**config.mk**
```make
export PLATFORM = sky130hd
export DESIGN_NAME = rx_ip_dispatch_flat
export DESIGN_NICKNAME = d
export VERILOG_FILES = /design/src/rtl/rx_ip_dispatch_if.sv /design/src/rtl/rx_ip_dispatch.sv /design/src/flat_wrapper.sv
export SDC_FILE = /design/constraint.sdc
export NUM_CORES = 1
export LEC_CHECK = 0
export ABC_CLOCK_PERIOD_IN_PS = 5360
export BUFFER_PORTS_ARGS = -buffer_cell sky130_fd_sc_hd__buf_2
export CAP_MARGIN = 20
export CORE_MARGIN = 8
export CORE_UTILIZATION = 60
export DETAILED_ROUTE_END_ITERATION = 7
export PLACE_DENSITY = 0.87
export REMOVE_ABC_BUFFERS = 1
export SLEW_MARGIN = 10
export SYNTH_ARGS = -nofsm -noshare
export SYNTH_HDL_FRONTEND = slang
export SYNTH_SLANG_ARGS = --single-unit
```
**constraint.sdc**
```tcl
create_clock -name RX_CLK -period 5.36 [get_ports RX_CLK]
set_input_delay 0.804 -clock RX_CLK [delete_from_list [all_inputs] [get_ports RX_CLK]]
set_output_delay 0.804 -clock RX_CLK [all_outputs]
set_load 0.1 [all_outputs]
```
**src/rtl/rx_ip_dispatch_if.sv**
```systemverilog
// rx_ip_dispatch_if: parser-side payload stream plus the shared routed-byte bus.
// The master side is the IPv4 parser and the consumers. The slave side is the dispatcher.
interface rx_ip_dispatch_if #(
  parameter int OCT = 8
);
  logic [3:0]       rx_header_len;
  logic [2*OCT-1:0] rx_total_len;
  logic [OCT-1:0]   rx_protocol;
  logic             rx_ipv4_data_v;
  logic [OCT-1:0]   rx_ipv4_data;
  logic [OCT-1:0]   out_data;
  logic [2:0]       out_v;
  logic             out_last;

  modport master (
    output rx_header_len, rx_total_len, rx_protocol, rx_ipv4_data_v, rx_ipv4_data,
    input  out_data, out_v, out_last
  );

  modport slave (
    input  rx_header_len, rx_total_len, rx_protocol, rx_ipv4_data_v, rx_ipv4_data,
    output out_data, out_v, out_last
  );
endinterface

```
**src/rtl/rx_ip_dispatch.sv**
```systemverilog
// rx_ip_dispatch: trims IPv4 padding/FCS and routes each datagram's payload
// to the UDP, ICMP or TCP consumer lane. Datagrams that are malformed, truncated,
// unknown or disabled are discarded and counted.
// Optional build macro RX_IP_DISPATCH_STATS_EN adds per-destination delivery
// counters udp_cnt, icmp_cnt and tcp_cnt.
module rx_ip_dispatch #(
  parameter int             OCT   = 8,
  parameter int             CNT_W = 16,
  parameter logic [OCT-1:0] UDP   = 8'h11,
  parameter logic [OCT-1:0] ICMP  = 8'h01,
  parameter logic [OCT-1:0] TCP   = 8'h06
) (
  input  logic             RX_CLK,
  input  logic             rst,
  input  logic             func_en,
  input  logic [2:0]       route_en,
  rx_ip_dispatch_if.slave  bus,
  output logic             dispatch_irq,
  output logic             len_err,
  output logic [CNT_W-1:0] drop_cnt
`ifdef RX_IP_DISPATCH_STATS_EN
  ,
  output logic [CNT_W-1:0] udp_cnt,
  output logic [CNT_W-1:0] icmp_cnt,
  output logic [CNT_W-1:0] tcp_cnt
`endif
);

  typedef enum logic [1:0] {IDLE, PASS, PAD, DROP} state_t;

  state_t           state;
  logic             data_vp;
  logic             rst_hold;   // set by reset, cleared once data_v is seen low
  logic [2*OCT-1:0] byte_cnt;   // payload bytes still to forward after the current one
  logic [1:0]       dest;
  logic             irq_pend;   // delays dispatch_irq by one cycle after out_last

  logic [2*OCT-1:0] hdr_bytes;
  logic [2*OCT-1:0] pay_len;
  logic             hdr_bad;
  logic [1:0]       proto_idx;
  logic             route_hit;
  logic             start;

  function automatic logic [CNT_W-1:0] sat_inc(input logic [CNT_W-1:0] v);
    return (&v) ? v : v + 1'b1;
  endfunction

  // Decode the header fields presented with the start beat.
  always_comb begin
    hdr_bytes = {{(2*OCT-6){1'b0}}, bus.rx_header_len, 2'b00};
    pay_len   = bus.rx_total_len - hdr_bytes;
    hdr_bad   = (bus.rx_header_len < 4'd5) || (bus.rx_total_len < hdr_bytes) ||
                (pay_len == '0);
    proto_idx = 2'd0;
    route_hit = 1'b0;
    case (bus.rx_protocol)
      UDP:     begin proto_idx = 2'd0; route_hit = route_en[0]; end
      ICMP:    begin proto_idx = 2'd1; route_hit = route_en[1]; end
      TCP:     begin proto_idx = 2'd2; route_hit = route_en[2]; end
      default: begin proto_idx = 2'd0; route_hit = 1'b0;        end
    endcase
    // A rising edge of data_v starts a datagram. After a reset, the block waits
    // for data_v to go low, so the tail of an aborted datagram is not taken as a new one.
    start = (state == IDLE) && bus.rx_ipv4_data_v && !data_vp && !rst_hold;
  end

  // Dispatch FSM. It drives the registered stream outputs, pulses and counters.
  always_ff @(posedge RX_CLK) begin
    if (rst) begin
      state         <= IDLE;
      data_vp       <= 1'b0;
      rst_hold      <= 1'b1;
      byte_cnt      <= '0;
      dest          <= 2'd0;
      irq_pend      <= 1'b0;
      bus.out_data  <= '0;
      bus.out_v     <= '0;
      bus.out_last  <= 1'b0;
      dispatch_irq  <= 1'b0;
      len_err       <= 1'b0;
      drop_cnt      <= '0;
`ifdef RX_IP_DISPATCH_STATS_EN
      udp_cnt       <= '0;
      icmp_cnt      <= '0;
      tcp_cnt       <= '0;
`endif
    end else if (!func_en) begin
      bus.out_v     <= '0;
      bus.out_last  <= 1'b0;
      dispatch_irq  <= 1'b0;
      len_err       <= 1'b0;
    end else begin
      data_vp       <= bus.rx_ipv4_data_v;
      if (!bus.rx_ipv4_data_v) rst_hold <= 1'b0;
      bus.out_v     <= '0;
      bus.out_last  <= 1'b0;
      len_err       <= 1'b0;
      dispatch_irq  <= irq_pend;
      irq_pend      <= 1'b0;
`ifdef RX_IP_DISPATCH_STATS_EN
      if (irq_pend) begin
        case (dest)
          2'd0:    udp_cnt  <= sat_inc(udp_cnt);
          2'd1:    icmp_cnt <= sat_inc(icmp_cnt);
          default: tcp_cnt  <= sat_inc(tcp_cnt);
        endcase
      end
`endif
      case (state)
        IDLE: begin
          if (start) begin
            if (hdr_bad) begin
              len_err  <= 1'b1;
              drop_cnt <= sat_inc(drop_cnt);
              state    <= DROP;
            end else if (!route_hit) begin
              drop_cnt <= sat_inc(drop_cnt);
              state    <= DROP;
            end else begin
              dest         <= proto_idx;
              byte_cnt     <= pay_len - 1'b1;
              bus.out_data <= bus.rx_ipv4_data;
              bus.out_v    <= 3'b001 << proto_idx;
              if (pay_len == 1) begin
                bus.out_last <= 1'b1;
                irq_pend     <= 1'b1;
                state        <= PAD;
              end else begin
                state <= PASS;
              end
            end
          end
        end
        PASS: begin
          if (bus.rx_ipv4_data_v) begin
            bus.out_data <= bus.rx_ipv4_data;
            bus.out_v    <= 3'b001 << dest;
            byte_cnt     <= byte_cnt - 1'b1;
            if (byte_cnt == 1) begin
              bus.out_last <= 1'b1;
              irq_pend     <= 1'b1;
              state        <= PAD;
            end
          end else begin
            // data_v fell before the payload was complete. The bytes already sent stay sent.
            len_err  <= 1'b1;
            drop_cnt <= sat_inc(drop_cnt);
            state    <= IDLE;
          end
        end
        PAD, DROP: begin
          if (!bus.rx_ipv4_data_v) state <= IDLE;
        end
        default: state <= IDLE;
      endcase
    end
  end

endmodule

```
**src/flat_wrapper.sv**
```systemverilog
// flat-port wrapper written by rule: the top's interface ports become plain ports
module rx_ip_dispatch_flat 
#(
  parameter int             OCT   = 8,
  parameter int             CNT_W = 16,
  parameter logic [OCT-1:0] UDP   = 8'h11,
  parameter logic [OCT-1:0] ICMP  = 8'h01,
  parameter logic [OCT-1:0] TCP   = 8'h06
)
  (RX_CLK, rst, func_en, route_en, dispatch_irq, len_err, drop_cnt, bus_rx_header_len, bus_rx_total_len, bus_rx_protocol, bus_rx_ipv4_data_v, bus_rx_ipv4_data, bus_out_data, bus_out_v, bus_out_last);
  rx_ip_dispatch_if #(.OCT(OCT)) bus_i ();
  input  logic RX_CLK;
  input  logic rst;
  input  logic func_en;
  input  logic [2:0] route_en;
  output logic dispatch_irq;
  output logic len_err;
  output logic [CNT_W-1:0] drop_cnt;
  input wire logic [$bits(bus_i.rx_header_len)-1:0] bus_rx_header_len;
  input wire logic [$bits(bus_i.rx_total_len)-1:0] bus_rx_total_len;
  input wire logic [$bits(bus_i.rx_protocol)-1:0] bus_rx_protocol;
  input wire logic [$bits(bus_i.rx_ipv4_data_v)-1:0] bus_rx_ipv4_data_v;
  input wire logic [$bits(bus_i.rx_ipv4_data)-1:0] bus_rx_ipv4_data;
  output wire logic [$bits(bus_i.out_data)-1:0] bus_out_data;
  output wire logic [$bits(bus_i.out_v)-1:0] bus_out_v;
  output wire logic [$bits(bus_i.out_last)-1:0] bus_out_last;
  assign bus_i.rx_header_len = bus_rx_header_len;
  assign bus_i.rx_total_len = bus_rx_total_len;
  assign bus_i.rx_protocol = bus_rx_protocol;
  assign bus_i.rx_ipv4_data_v = bus_rx_ipv4_data_v;
  assign bus_i.rx_ipv4_data = bus_rx_ipv4_data;
  assign bus_out_data = bus_i.out_data;
  assign bus_out_v = bus_i.out_v;
  assign bus_out_last = bus_i.out_last;
  rx_ip_dispatch #(.OCT(OCT), .CNT_W(CNT_W), .UDP(UDP), .ICMP(ICMP), .TCP(TCP)) u_core (.RX_CLK(RX_CLK), .rst(rst), .func_en(func_en), .route_en(route_en), .bus(bus_i), .dispatch_irq(dispatch_irq), .len_err(len_err), .drop_cnt(drop_cnt));
endmodule
```
==> summary.txt <==
Worst setup path
  – CP max FO: 24
  – Critical path data required time: 5590 ps
  – CP Class: in -> reg
  – CP Data Arrival Time: 4570 ps
  – CP Capture Type: flip-flop
  – Crit start category: input pin

STA
  – Final setup fails: 0
  – Final TNS setup: 0 ps
  – Pins Over Slew Limit: 0
  – Final min period: 4340 ps
  – Final hold vios: 0
  – RSZ-0062 raised after global routing: false
  – Worst-Margin Slew: 1040 ps
  – Max Clock Skew: 8.35 ps
  – Max Fclk: 230 MHz
  – Slew margin rel.: 30.7%
  – Period Utilization, post-route: 81.0%
  – Setup ws final: 1020 ps

Power and ir drop
  – Leakage: 1.58 nW
  – Reg power frac: 48.6%
  – Clk pwr share: 33.4%
  – P_sw: 0.000234 W
  – Logic pwr share: 18.0%
  – Sw frac: 28.3%
  – Internal Power: 0.000593 W
  – Worst vdd ir: 0.000136 V
  – Pwr dens: 205 nW/um^2

Status
  – Run status: completed

Final layout
  – Antenna cells: 0
  – Most common cell after layout, fill and taps aside: buf_2
  – Non-Filler Instances: 609
  – Most frequent cells in the layout: buf_2 (72), dfxtp_1 (53), nand2_1 (52)
  – Fin nets: 587
  – Fillcell total: 500
  – Core Util, Final: 69.6%
  – Fraction of layout cells with a size suffix above 1: 18.9%
  – Area Growth Syn to Fin: 14.0%

Yosys
  – EDFF count, synth: 0
  – Register bit count reported by yosys: 53
  – Register area share after synthesis: 29.9%
  – Syn Inst Count: 474
  – Netlist cell types: 60
  – Post-synth ARST share: 0%
  – Syn avg cell area: 7.49 um^2
  – Ys Warns: 0
  – Post-Syn Area: 3550 um^2
  – Ys flop type: dfxtp_1

Global route
  – GRT Total Usage: 20.8%
  – Initial antenna violation count: 0
  – Largest net degree at the start of global routing: 43
  – Vias in the first global route: 3429
  – GRT Residual Overflow: 0
  – First-pass GRT wire length: 15.3 mm

CTS
  – Total CTS buffers: 5
  – Clk root buf: clkbuf_8
  – # clock sinks: 53
  – Post_cts resized: 0
  – Hold-fix buffers, CTS: 0
  – CTS tree: built
  – Clock-pin slew on the worst setup and hold paths: 90 ps
  – Clock H-tree levels: 2
  – Clock Latency Late Sink: 310 ps
  – Post-CTS Setup Bufs: 0
  – Maximum clock path buffer count: 2

Floorplan
  – Die Span Y: 92.9 um
  – Core Rows: 28
  – I/O pin count: 73
  – Core area: 5820 um^2
  – Die Wd: 92.9 um
  – Die area: 8630 um^2
  – Starting Density: 61.0%

Placed design
  – Worst slack, placed: 769 ps
  – # port buffers: 72
  – GP Congestion: 0.890
  – Dpl hpwl: 6.81 mm
  – Post-Place Cells: 600

Hold path
  – Hold Path Class: reg -> reg

Routing
  – Final ANT Viol Nets: 0
  – Drt pass-1 iters: 5
  – Via count: 3680
  – Routed WL: 9.25 mm
  – DR iter-0 viols: 264
  – DRC: 0
  – Vias per cell: 6.04
  – Routed WL per cell: 15.2 um

Run
  – Max Cap Violations: 0
## final timing paths
check | startpoint | to | slack (ps) | cells after the start
max | bus_rx_total_len[2] | u_core.byte_cnt[4]$_SDFFE_PP0P_ | 1020 | 13
min reg2reg | u_core.bus.out_data[1]$_SDFFE_PP0P_ | u_core.bus.out_data[1]$_SDFFE_PP0P_ | 460 | 2
max reg2reg | u_core.drop_cnt[8]$_SDFFE_PP0P_ | u_core.drop_cnt[15]$_SDFFE_PP0P_ | 3160 | 7
min | u_core.bus.out_data[1]$_SDFFE_PP0P_ | u_core.bus.out_data[1]$_SDFFE_PP0P_ | 460 | 2
## power groups by stage
stage               sequential (W)  combinational [W]  clock, W
floorplan                 0.000416          0.0000912         0
global placement          0.000411           0.000142         0
detailed placement        0.000411           0.000145         0
CTS                       0.000402           0.000147  0.000282
global route              0.000403           0.000164  0.000295
finish                    0.000402           0.000149  0.000276
## stage by stage
| step | hold WS, ps | instance area, um^2 | power (W) |
|---|---|---|---|
| after floorplan | 440 | 3460 | 0.000507 |
| after global placement | 438 | 3920 | 0.000553 |
| after detailed placement | 450 | 3920 | 0.000556 |
| after CTS | 463 | 4030 | 0.000830 |
| after global routing | 485 | 4050 | 0.000861 |
| final | 460 | 4050 | 0.000827 |
## logic make-up after synthesis
kind of cell / synth area share [%]
AND/OR/NAND/NOR: 29.1
AO/OA/AOI/OAI: 24.3
flip-flops: 29.9
buffers and inverters: 4.48
XOR/XNOR: 5.92
adder cells (fa/ha/maj): 4.09
multiplexers: 2.26
## routing by layer
| metal | track usage [%] | up-vias | wire (um) |
|---|---|---|---|
| met4 | 6.98 | 0 | 141 |
| met3 | 4.37 | 13 | 610 |
| met5 | 0 | - | 0 |
| met1 | 26.0 | 1682 | 4170 |
| li1 | - | 1839 | - |
| met2 | 34.4 | 146 | 4330 |
## worst max-delay path, stage by stage
cell	delay, ps
buf_2	90
inv_1	50
ha_1	160
inv_1	50
fa_1	440
a21o_1	250
a2111oi_0	580
xnor2_1	250
nand3_2	200
o41ai_4	610
a21o_1	710
o21ai_0	220
a21oi_1	150
## flip-flops by register name, summed over array words and instances, names as in the netlist
register and count:
u_core.rst_hold 1, u_core.dispatch_irq 1, u_core.bus.out_v 3, u_core.dest 2, u_core.data_vp 1, u_core.len_err 1
u_core.byte_cnt 16, u_core.bus.out_data 8, u_core.drop_cnt 16, u_core.irq_pend 1, u_core.state 2, u_core.bus.out_last 1
## area by class of cell
| cell class | count | area [um^2] | share of cell area, % |
|---|---|---|---|
| Clock buffer | 5 | 68.8 | 1.70 |
| Clock inverter | 3 | 43.8 | 1.08 |
| Inverter | 20 | 75.1 | 1.86 |
| Multi-Input combinational cell | 380 | 2330 | 57.5 |
| Sequential cell | 53 | 1060 | 26.2 |
| Tap cell | 75 | 93.8 | 2.32 |
| Timing Repair Buffer | 73 | 375 | 9.28 |
## synthesized netlist by cell type, drive strengths merged, types with 5 or more instances
master / n / area (um^2)
nand2: 52 / 195
xor2: 8 / 70.1
nand3: 22 / 115
or2: 10 / 62.6
and3: 7 / 43.8
mux2i: 8 / 80.1
a21oi: 45 / 229
dfxtp: 53 / 1060
nor4: 11 / 68.8
ha: 10 / 125
o211ai: 9 / 67.6
nand2b: 5 / 31.3
clkbuf: 17 / 63.8
a31oi: 5 / 31.3
or3: 13 / 86.3
inv: 20 / 75.1
and2: 6 / 37.5
xnor2: 16 / 140
nor3: 13 / 65.1
o21ai: 33 / 180
nand4: 5 / 31.3
nor2: 50 / 188
Note: power is estimated with default switching activity, not from simulation.
